==> src/rtl/sdes_cipher_core.sv <==
// sdes_cipher_core: sequential S-DES encrypt/decrypt engine, one 8-bit block
// per transaction: IP -> fk(Ka) -> SW -> fk(Kb) -> IP^-1.
// Optional build macro SDES_ROUND_DEBUG_EN adds dbg_round / dbg_state outputs.
//
// Handshake: an input block transfers on a rising edge where in_valid and
// in_ready are both high; a result transfers on a rising edge where out_valid
// and out_ready are both high. out_valid/data_out hold steady until that
// transfer, and in_ready stays low from accept until the result is taken.
module sdes_cipher_core #(
  parameter int ROUND_STALL = 0
) (
  input  logic       clk,
  input  logic       rst_n,
  input  logic       in_valid,
  output logic       in_ready,
  input  logic       mode,
  input  logic [7:0] data_in,
  input  logic [7:0] key_1,
  input  logic [7:0] key_2,
  output logic       out_valid,
  input  logic       out_ready,
  output logic [7:0] data_out
`ifdef SDES_ROUND_DEBUG_EN
  ,
  output logic [7:0] dbg_round,
  output logic [1:0] dbg_state
`endif
);

  typedef enum logic [2:0] {
    S_IDLE, S_R1, S_ST1, S_R2, S_ST2, S_DONE
  } state_t;

  localparam bit         HAS_STALL  = (ROUND_STALL != 0);
  localparam logic [1:0] STALL_LAST = (ROUND_STALL == 0) ? 2'd0 : 2'(ROUND_STALL - 1);

  localparam logic [1:0] S0_TBL [0:15] = '{
    2'd1, 2'd0, 2'd3, 2'd2,
    2'd3, 2'd2, 2'd1, 2'd0,
    2'd0, 2'd2, 2'd1, 2'd3,
    2'd3, 2'd1, 2'd3, 2'd2
  };
  localparam logic [1:0] S1_TBL [0:15] = '{
    2'd0, 2'd1, 2'd2, 2'd3,
    2'd2, 2'd0, 2'd1, 2'd3,
    2'd3, 2'd0, 2'd1, 2'd0,
    2'd2, 2'd1, 2'd0, 2'd3
  };

  // S-DES bit n (1-based) lives at vector index width-n.
  function automatic logic [7:0] ip(input logic [7:0] d);
    return {d[6], d[2], d[5], d[7], d[4], d[0], d[3], d[1]};
  endfunction

  function automatic logic [7:0] ip_inv(input logic [7:0] d);
    return {d[4], d[7], d[5], d[3], d[1], d[6], d[0], d[2]};
  endfunction

  function automatic logic [7:0] sw(input logic [7:0] d);
    return {d[3:0], d[7:4]};
  endfunction

  function automatic logic [7:0] fk(input logic [7:0] d, input logic [7:0] k);
    logic [7:0] x;
    logic [3:0] s;
    logic [3:0] p;
    x = {d[0], d[3], d[2], d[1], d[2], d[1], d[0], d[3]} ^ k;
    s = {S0_TBL[{x[7], x[4], x[6], x[5]}], S1_TBL[{x[3], x[0], x[2], x[1]}]};
    p = {s[2], s[0], s[1], s[3]};
    return {d[7:4] ^ p, d[3:0]};
  endfunction

  state_t     state, next_state;
  logic [1:0] stall_cnt;
  logic       live;
  logic [7:0] work, ka, kb;
  logic [7:0] fk_key, fk_out;
  logic       accept, stall_done;

  assign in_ready   = live && (state == S_IDLE);
  assign accept     = in_valid && in_ready;
  assign stall_done = (stall_cnt == STALL_LAST);
  // Single shared round function: Ka in R1, Kb for the second round.
  assign fk_key     = (state == S_R1) ? ka : kb;
  assign fk_out     = fk(work, fk_key);

  // Next-state logic: round states, optional stall gaps, result hold.
  always_comb begin
    next_state = state;
    case (state)
      S_IDLE: if (accept) next_state = S_R1;
      S_R1:   next_state = HAS_STALL ? S_ST1 : S_R2;
      S_ST1:  if (stall_done) next_state = S_R2;
      S_R2:   next_state = HAS_STALL ? S_ST2 : S_DONE;
      S_ST2:  if (stall_done) next_state = S_DONE;
      S_DONE: if (out_ready) next_state = S_IDLE;
      default: next_state = S_IDLE;
    endcase
  end

  // Control registers: state, stall counter, post-reset live flag.
  always_ff @(posedge clk or negedge rst_n) begin
    if (!rst_n) begin
      state     <= S_IDLE;
      stall_cnt <= 2'd0;
      live      <= 1'b0;
    end else begin
      state     <= next_state;
      stall_cnt <= (state == S_ST1 || state == S_ST2) ? stall_cnt + 2'd1 : 2'd0;
      live      <= 1'b1;
    end
  end

  // Datapath: capture block/keys on accept, round 1, result on entry to DONE.
  always_ff @(posedge clk or negedge rst_n) begin
    if (!rst_n) begin
      work      <= 8'h00;
      ka        <= 8'h00;
      kb        <= 8'h00;
      data_out  <= 8'h00;
      out_valid <= 1'b0;
    end else begin
      if (accept) begin
        work <= ip(data_in);
        ka   <= mode ? key_2 : key_1;
        kb   <= mode ? key_1 : key_2;
      end else if (state == S_R1) begin
        work <= sw(fk_out);
      end
      if (next_state == S_DONE && state != S_DONE) begin
        data_out  <= ip_inv(fk_out);
        out_valid <= 1'b1;
      end else if (state == S_DONE && out_ready) begin
        out_valid <= 1'b0;
      end
    end
  end

`ifdef SDES_ROUND_DEBUG_EN
  assign dbg_round = work;

  // Debug state view: stall gaps report the round they follow.
  always_comb begin
    dbg_state = 2'd0;
    case (state)
      S_R1, S_ST1: dbg_state = 2'd1;
      S_R2, S_ST2: dbg_state = 2'd2;
      S_DONE:      dbg_state = 2'd3;
      default:     dbg_state = 2'd0;
    endcase
  end
`endif

endmodule
==> config.mk <==
export PLATFORM = sky130hd
export DESIGN_NAME = sdes_cipher_core
export DESIGN_NICKNAME = d
export VERILOG_FILES = /design/src/rtl/sdes_cipher_core.sv
export SDC_FILE = /design/constraint.sdc
export NUM_CORES = 1
export LEC_CHECK = 0
export BUFFER_PORTS_ARGS = -buffer_cell sky130_fd_sc_hd__buf_4
export CELL_PAD_IN_SITES_DETAIL_PLACEMENT = 0
export CELL_PAD_IN_SITES_GLOBAL_PLACEMENT = 2
export CORE_AREA = 3 3 82 84
export CTS_BUF_LIST = sky130_fd_sc_hd__clkbuf_8 sky130_fd_sc_hd__clkbuf_16
export DETAILED_ROUTE_END_ITERATION = 10
export DIE_AREA = 0 0 85 87
export PLACE_DENSITY_LB_ADDON = 0.1
export SLEW_MARGIN = 10
export SYNTH_ARGS = -nofsm -noshare
export SYNTH_HDL_FRONTEND = slang
export SYNTH_SLANG_ARGS = --single-unit
export TNS_END_PERCENT = 50
==> constraint.sdc <==
create_clock -name clk -period 2.44 [get_ports clk]
set_input_delay 0.61 -clock clk [delete_from_list [all_inputs] [get_ports clk]]
set_output_delay 0.61 -clock clk [all_outputs]
set_load 0.02 [all_outputs]
==> impl_summary.log, run 1 <==
[metrics] Crit path required time: 2.62 ns
[metrics] data arrival at the endpoint of the critical path: between 2 and 2.5 ns
[metrics] critical path startpoint category: flop
[metrics] area of the die: about 0.0074 mm^2
[metrics] async set-or-reset flop fraction in the synthesized netlist: 100.0%
[metrics] cell with the most instances on the worst path: sky130_fd_sc_hd__mux2i_1
[metrics] antenna cell count: 0
[metrics] setup TNS: 0 ns
[metrics] highest attainable clock frequency: 0.4484 GHz
[metrics] distinct cell type count after synthesis: 32
[metrics] Slew HR: between 60% and 70%
[metrics] dominant cell type by area after synthesis: sky130_fd_sc_hd__dfrtp_1
[metrics] RSZ-0062 raised after global routing: no
[metrics] GR Util All Layers: 12.98%
[metrics] top cells by area, synth: sky130_fd_sc_hd__dfrtp_1 (48%), sky130_fd_sc_hd__mux2i_1 (14%), sky130_fd_sc_hd__a21oi_1 (5.1%), sky130_fd_sc_hd__nor2_1 (4.0%), sky130_fd_sc_hd__xnor2_1 (3.4%)
[metrics] list of cells traversed by the critical path: nor3b_4, buf_12, mux2i_1, xor2_2, mux2i_1, mux2i_1, xor2_1, mux2_2
[metrics] most common library cell in the layout ignoring fill and taps: sky130_fd_sc_hd__buf_4
[metrics] clock transition time at the flip-flop clock pins of the worst setup and hold paths: 0.07 ns
[metrics] grt ovf: 0
[metrics] post-synthesis area per instance: 10.24 um^2
[metrics] final net count: 270
[metrics] total CTS buffers: 5
[metrics] post-synthesis instance total: 200
[metrics] starting DRC count in detailed routing: ~80
[metrics] utilization after layout: 42.29%
[metrics] max-cap violation count: 0
[metrics] fill count: 589
[metrics] Top FF cell, synth: sky130_fd_sc_hd__dfrtp_1
[metrics] Worst path max stage delay: 0.41 ns
[metrics] Placed Cells: 307
[metrics] clock latency of the later-clocked register in the worst-skew pair: roughly 0.28 ns
[metrics] share of the yosys chip area belonging to registers: 47.65%
[metrics] placeable core area: around 0.006 mm^2
[metrics] count of pins over their slew limit: 0
[metrics] port bufs: 38
[metrics] via count of the first global-routing pass: 1698
[metrics] status: finished clean
[metrics] number of enable-type register cells in the synthesized netlist: 0
[metrics] relative area change from synthesis to final layout: 23.70%
[metrics] clock period minus final worst setup slack: 2.230 ns
[metrics] maximum level of the CTS H-tree: 2
[metrics] Worst path top cell family by delay: multiplexers
[metrics] number of warnings issued by yosys: 0
[metrics] highest-count cells in the layout ignoring fill and taps: sky130_fd_sc_hd__buf_4 (43), sky130_fd_sc_hd__dfrtp_1 (39), sky130_fd_sc_hd__mux2i_1 (27), sky130_fd_sc_hd__nor2_1 (22), sky130_fd_sc_hd__a21oi_1 (21)
[metrics] power per cell area: 1515 mW/mm^2
[metrics] period utilization: between 90% and 100%
[metrics] number of buffers and inverters on the critical path: 1
[metrics] WL per Instance: ~15 um
[metrics] number of antenna violations at the first check in global routing: 0
[metrics] total number of vias: approximately 1600
[metrics] PnR Total Power: approximately 0.0038 W
[metrics] floorplan die height: between 80 and 90 um
[metrics] Synth Net Count: 231
[metrics] number of antenna-violating nets in the routed design: 0
[metrics] total of flip-flops plus latches after synthesis: 39
[metrics] Pre-Repair DR Iteration Count: 4
[metrics] number of remaining DRC errors: 0
[metrics] Routability Congestion: between 0.7 and 0.8
[metrics] Longest Clk Path Bufs: 2
[metrics] Die Wd: 85 um
[metrics] fin cells: 314
[metrics] total detailed-routing wirelength: between 4000 and 5000 um
[metrics] slowest stage cell on the critical path: sky130_fd_sc_hd__dfrtp_1
[metrics] Hold Crit Class: primary input to async pin
[metrics] maximum number of pins on one net before global-route repair: 40
[metrics] type of element capturing the critical path: flop
[metrics] fraction of post-synthesis cell area in the top cell type by area: 47.65%
[metrics] actual slew at the worst max-slew pin: 0.5082 ns
[metrics] via/cell ratio: slightly above 5
[metrics] clock root buffer master: sky130_fd_sc_hd__clkbuf_8
[metrics] worst-path maximum fanout: 14
[metrics] starting density of the core: 34.19%
[metrics] share of cells above drive strength 1: between 20% and 30%
[metrics] buffer count from post-CTS setup fixing: 0
[metrics] post-synth design cell area: 0.002048 mm^2
[metrics] IO Pins: 39
[metrics] clk_skew: slightly below 0.006 ns
[metrics] Worst Path Class, Setup: flop to flop
[metrics] number of placement rows: 28
[metrics] number of setup violations in the final report: 0
[metrics] first-pass GRT wire length: between 7000 and 8000 um
[metrics] clock tree from TritonCTS: yes
[metrics] reported leakage power: 1.169 nW
[metrics] HPWL after detailed placement: 3387 um
[metrics] Final Hold Fails: 0
[metrics] clock sink count: 39
[metrics] largest vdd supply drop: 0.5052 mV
## worst paths after layout
kind | startpoint | end | slack (ns) | cells after the start
max | state[2]$_DFF_PN0_ | data_out[2]$_DFFE_PN0P_ | 0.21 | 8
min | rst_n | stall_cnt[0]$_DFF_PN0_ | 0.29 | 1
max reg2reg | state[2]$_DFF_PN0_ | data_out[2]$_DFFE_PN0P_ | 0.21 | 8
min reg2reg | stall_cnt[0]$_DFF_PN0_ | stall_cnt[0]$_DFF_PN0_ | 0.44 | 1
max in group asynchronous | rst_n | ka[6]$_DFFE_PN0P_ | 1.79 | 1
min in group clk | stall_cnt[0]$_DFF_PN0_ | stall_cnt[0]$_DFF_PN0_ | 0.44 | 1
## Yosys cell counts, types with 2 or more instances
cell type                  count
sky130_fd_sc_hd__dfrtp_1      39
sky130_fd_sc_hd__xnor2_1       8
sky130_fd_sc_hd__ha_1          2
sky130_fd_sc_hd__nand3b_1      2
sky130_fd_sc_hd__a21oi_1      21
sky130_fd_sc_hd__clkbuf_1     11
sky130_fd_sc_hd__mux2i_1      28
sky130_fd_sc_hd__xor2_1        7
sky130_fd_sc_hd__mux2_2        5
sky130_fd_sc_hd__nand2_1      14
sky130_fd_sc_hd__o21ai_0       5
sky130_fd_sc_hd__inv_1         5
sky130_fd_sc_hd__nor3_1        3
sky130_fd_sc_hd__nor2b_1       2
sky130_fd_sc_hd__nand4_1       2
sky130_fd_sc_hd__o21ai_1       2
sky130_fd_sc_hd__nor2_1       22
sky130_fd_sc_hd__a22oi_1       7
sky130_fd_sc_hd__o221ai_1      2
## per-stage QoR
step                      hold WS (ns)  setup slack, ns  instance area [um^2]
after floorplan                 0.3144           0.2536                  2048
after global placement          0.4211           0.2376                  2435
after detailed placement        0.4374           0.1190                  2435
after CTS                       0.3075           0.1122                  2522
after global routing            0.3264          0.05197                  2534
final                           0.2887           0.2097                  2534
## cell type report
| type | count | area, um^2 | area share (%) |
|---|---|---|---|
| Multi-Input combinational cell | 144 | 1015 | 40.05 |
| Sequential cell | 39 | 975.9 | 38.52 |
| Timing Repair Buffer | 44 | 342.8 | 13.53 |
| Tap cell | 75 | 93.84 | 3.704 |
| Clock buffer | 6 | 82.58 | 3.259 |
| Inverter | 5 | 18.77 | 0.7407 |
| Clock inverter | 1 | 5.005 | 0.1975 |
## worst reg2reg max path, delay by kind of cell, from the launching register on
kind / cells / cell delay [ns]
buffers and inverters: 1 / 0.18
flip-flops: 1 / 0.41
multiplexers: 4 / 0.87
AND/OR/NAND/NOR: 1 / 0.23
XOR/XNOR: 2 / 0.43
## per-layer routing
metal | track usage [%] | routed length [um] | part of all wire (%)
met5 | 0 | 0 | 0
met4 | 4.892 | 37 | 0.81
met3 | 2.460 | 184 | 4.0
met2 | 22.46 | 2372 | 52
met1 | 16.04 | 1966 | 43
## timing repair
action,in CTS,in global routing
setup endpoints to repair,0,2
resized for setup,0,2
hold buffers,0,0
## power breakdown
part / switching, W / internal, W / total, W
Combinational: 0.00114 / 0.00104 / 0.00218
Clock: 0.000216 / 0.000222 / 0.000438
Sequential: 0.000250 / 0.000968 / 0.00122
## sequential cells by signal (all words and copies together), names as in the netlist
signal and flops:
kb 8, live 1, work 8, state 3
data_out 8, ka 8, out_valid 1, stall_cnt 2
## logic make-up (layout without fill, tap and decap cells)
family                     Yosys count  in the layout  share of synthesized area, %
adders and majority gates            2              2                         1.222
xor gates and xnor gates            16             16                         7.209
DFF                                 39             39                         47.65
other                                1              1                        0.1831
AOI/OAI and AO/OA                   43             43                         12.65
and+or+nand+nor                     49             49                         11.18
muxes                               33             33                         16.43
buffers and inverters               17             56                         3.482
Note: power is estimated with default switching activity, not from simulation.
==> run 2, diff against run 1 <==
--- a/config.mk
+++ b/config.mk
@@ -13,6 +13,7 @@
 export DETAILED_ROUTE_END_ITERATION = 10
 export DIE_AREA = 0 0 85 87
 export PLACE_DENSITY_LB_ADDON = 0.1
+export RECOVER_POWER = 50
 export SLEW_MARGIN = 10
 export SYNTH_ARGS = -nofsm -noshare
 export SYNTH_HDL_FRONTEND = slang
==> run 2 against run 1 <==
Net effect: die area did not move; final cell count did not move; sequential share of layout area is 0.095 points higher; clock skew is essentially flat; largest cell class unchanged; combinational power about the same; critical path depth decreased by 4; worst setup slack barely moved; fmax about the same; design area shrank 0.25%.
==> impl_summary.log, run 2 (same netlist as run 1, synthesis figures left out) <==
[metrics] placeable core area: 0.005991 mm^2
[metrics] total CTS buffers: 5
[metrics] highest-count cells in the layout ignoring fill and taps: sky130_fd_sc_hd__buf_4 (41), sky130_fd_sc_hd__dfrtp_1 (39), sky130_fd_sc_hd__mux2i_1 (27), sky130_fd_sc_hd__nor2_1 (22), sky130_fd_sc_hd__a21oi_1 (21)
[metrics] utilization after layout: between 40% and 50%
[metrics] clock period minus final worst setup slack: about 2.2 ns
[metrics] clock tree from TritonCTS: yes
[metrics] data arrival at the endpoint of the critical path: 1.62 ns
[metrics] number of buffers and inverters on the critical path: 2
[metrics] Slew HR: approximately a third
[metrics] RSZ-0062 raised after global routing: no
[metrics] type of element capturing the critical path: output pin
[metrics] via/cell ratio: ~5.1
[metrics] Stages on worst setup path: 4
[metrics] Worst path top cell family by delay: simple AND/OR/NAND/NOR gates
[metrics] PnR Total Power: 0.003832 W
[metrics] HPWL after detailed placement: 3387 um
[metrics] maximum level of the CTS H-tree: 2
[metrics] M1 GR Usage: 16.04%
[metrics] number of antenna-violating nets in the routed design: 0
[metrics] clock transition time at the flip-flop clock pins of the worst setup and hold paths: 0.07 ns
[metrics] fin cells: between 300 and 400
[metrics] floorplan die height: 87 um
[metrics] clk_skew: 0.006082 ns
[metrics] Die Wd: 85 um
[metrics] GR Util met3: 2.460%
[metrics] first-pass GRT wire length: between 7000 and 8000 um
[metrics] count of pins over their slew limit: 0
[metrics] antenna cell count: 0
[metrics] Worst Path Class, Setup: flop to output pin
[metrics] GR Util All Layers: 12.98%
[metrics] power per cell area: roughly 1500 mW/mm^2
[metrics] number of remaining DRC errors: 0
[metrics] Longest Clk Path Bufs: 2
[metrics] slowest stage cell on the critical path: sky130_fd_sc_hd__dfrtp_1
[metrics] worst-path maximum fanout: 11
[metrics] Worst R2R Setup Slack: 0.21 ns
[metrics] length in cells of the worst reg-to-reg path: 8
[metrics] Worst path max stage delay: 0.40 ns
[metrics] share of cells above drive strength 1: 25.10%
[metrics] met2 usage: 22.46%
[metrics] count of hold-fix buffers inserted at cts: 0
[metrics] busiest grt layer: met2
[metrics] number of placement rows: 28
[metrics] total number of vias: about 1600
[metrics] endpoint of the worst register-to-register path: data_out[2]$_DFFE_PN0P_
[metrics] relative area change from synthesis to final layout: 23.40%
[metrics] max-cap violation count: 0
[metrics] setup TNS: 0 ns
[metrics] Pre-Repair DR Iteration Count: 4
[metrics] launching point of the worst reg2reg path: state[2]$_DFF_PN0_
[metrics] critical path startpoint category: flop
[metrics] highest attainable clock frequency: 0.4483 GHz
[metrics] period utilization: 91.42%
[metrics] WL per Instance: around 14 um
[metrics] reported leakage power: 1.165 nW
[metrics] Final Hold Fails: 0
[metrics] actual slew at the worst max-slew pin: 0.9896 ns
[metrics] Critical Path Source: state[1]$_DFF_PN0_
[metrics] largest vdd supply drop: between 0.5 and 0.6 mV
[metrics] post-placement worst setup slack: 0.1190 ns
[metrics] grt ovf: 0
[metrics] starting density of the core: 34.19%
[metrics] Hold Crit Start: stall_cnt[0]$_DFF_PN0_
[metrics] number of setup violations in the final report: 0
[metrics] total detailed-routing wirelength: around 4600 um
[metrics] status: finished clean
[metrics] most common library cell in the layout ignoring fill and taps: sky130_fd_sc_hd__buf_4
[metrics] maximum number of pins on one net before global-route repair: 40
[metrics] clock root buffer master: sky130_fd_sc_hd__clkbuf_8
[metrics] destination of the critical timing path: in_ready
[metrics] Crit path required time: 1.83 ns
[metrics] area of the die: 0.007395 mm^2
[metrics] IO Pins: 39
[metrics] Hold Crit Class: flop to flop
[metrics] starting DRC count in detailed routing: 72
[metrics] clock sink count: 39
[metrics] Placed Cells: 307
[metrics] Routability Congestion: roughly 0.76
[metrics] number of antenna violations at the first check in global routing: 0
[metrics] port bufs: 38
[metrics] Final WS setup: 0.2093 ns
[metrics] list of cells traversed by the critical path: clkbuf_1, nor3_1, and2_1, buf_4
[metrics] clock latency of the later-clocked register in the worst-skew pair: about 0.28 ns
[metrics] final net count: 270
[metrics] via count of the first global-routing pass: 1698
run 2: cell count changes in the layout (fill, tap and decap cells not counted):
cell	previous run	this run
sky130_fd_sc_hd__clkbuf_2	0	1
sky130_fd_sc_hd__buf_4	43	41
sky130_fd_sc_hd__clkbuf_1	0	1
run 2: power breakdown:
group	total, W	switching, W	internal (W)	leakage, nW
registers	0.00122	0.000250	0.000967	0.458
logic	0.00218	0.00114	0.00103	0.660
clock network	0.000439	0.000217	0.000222	0.0470
total	0.00383	0.00161	0.00222	1.16
run 2: stage by stage:
stage / instance area (um^2) / hold WS, ns
after floorplan: 2048 / 0.3144
after global placement: 2435 / 0.4211
after detailed placement: 2435 / 0.4374
after CTS: 2522 / 0.3075
after global routing: 2527 / 0.4792
final: 2527 / 0.4372
run 2: how the worst min path moves through the flow:
stage,end,slack (ns),depth (start not counted)
after floorplan,data_out[0]$_DFFE_PN0P_,0.31,0
after global placement,stall_cnt[0]$_DFF_PN0_,0.42,1
after detailed placement,stall_cnt[0]$_DFF_PN0_,0.44,1
after CTS,stall_cnt[0]$_DFF_PN0_,0.31,1
after global routing,stall_cnt[0]$_DFF_PN0_,0.48,1
final,stall_cnt[0]$_DFF_PN0_,0.44,1
run 2: routing by layer:
layer | routed length, um | vias up
met1 | 1985 | 794
met3 | 157 | 4
met5 | 0 | -
li1 | - | 773
met4 | 37 | 0
met2 | 2372 | 28
run 2: layout make-up:
type	count	area, um^2
Fill cell	592	3463
Multi-Input combinational cell	144	1015
Sequential cell	39	975.9
Timing Repair Buffer	44	336.6
Tap cell	75	93.84
Clock buffer	6	82.58
Inverter	5	18.77
Clock inverter	1	5.005
run 2: timing repair:
action,4_1_cts,5_1_grt
buffers inserted,0,0
resized for setup,0,2
endpoints found under the setup margin,0,2
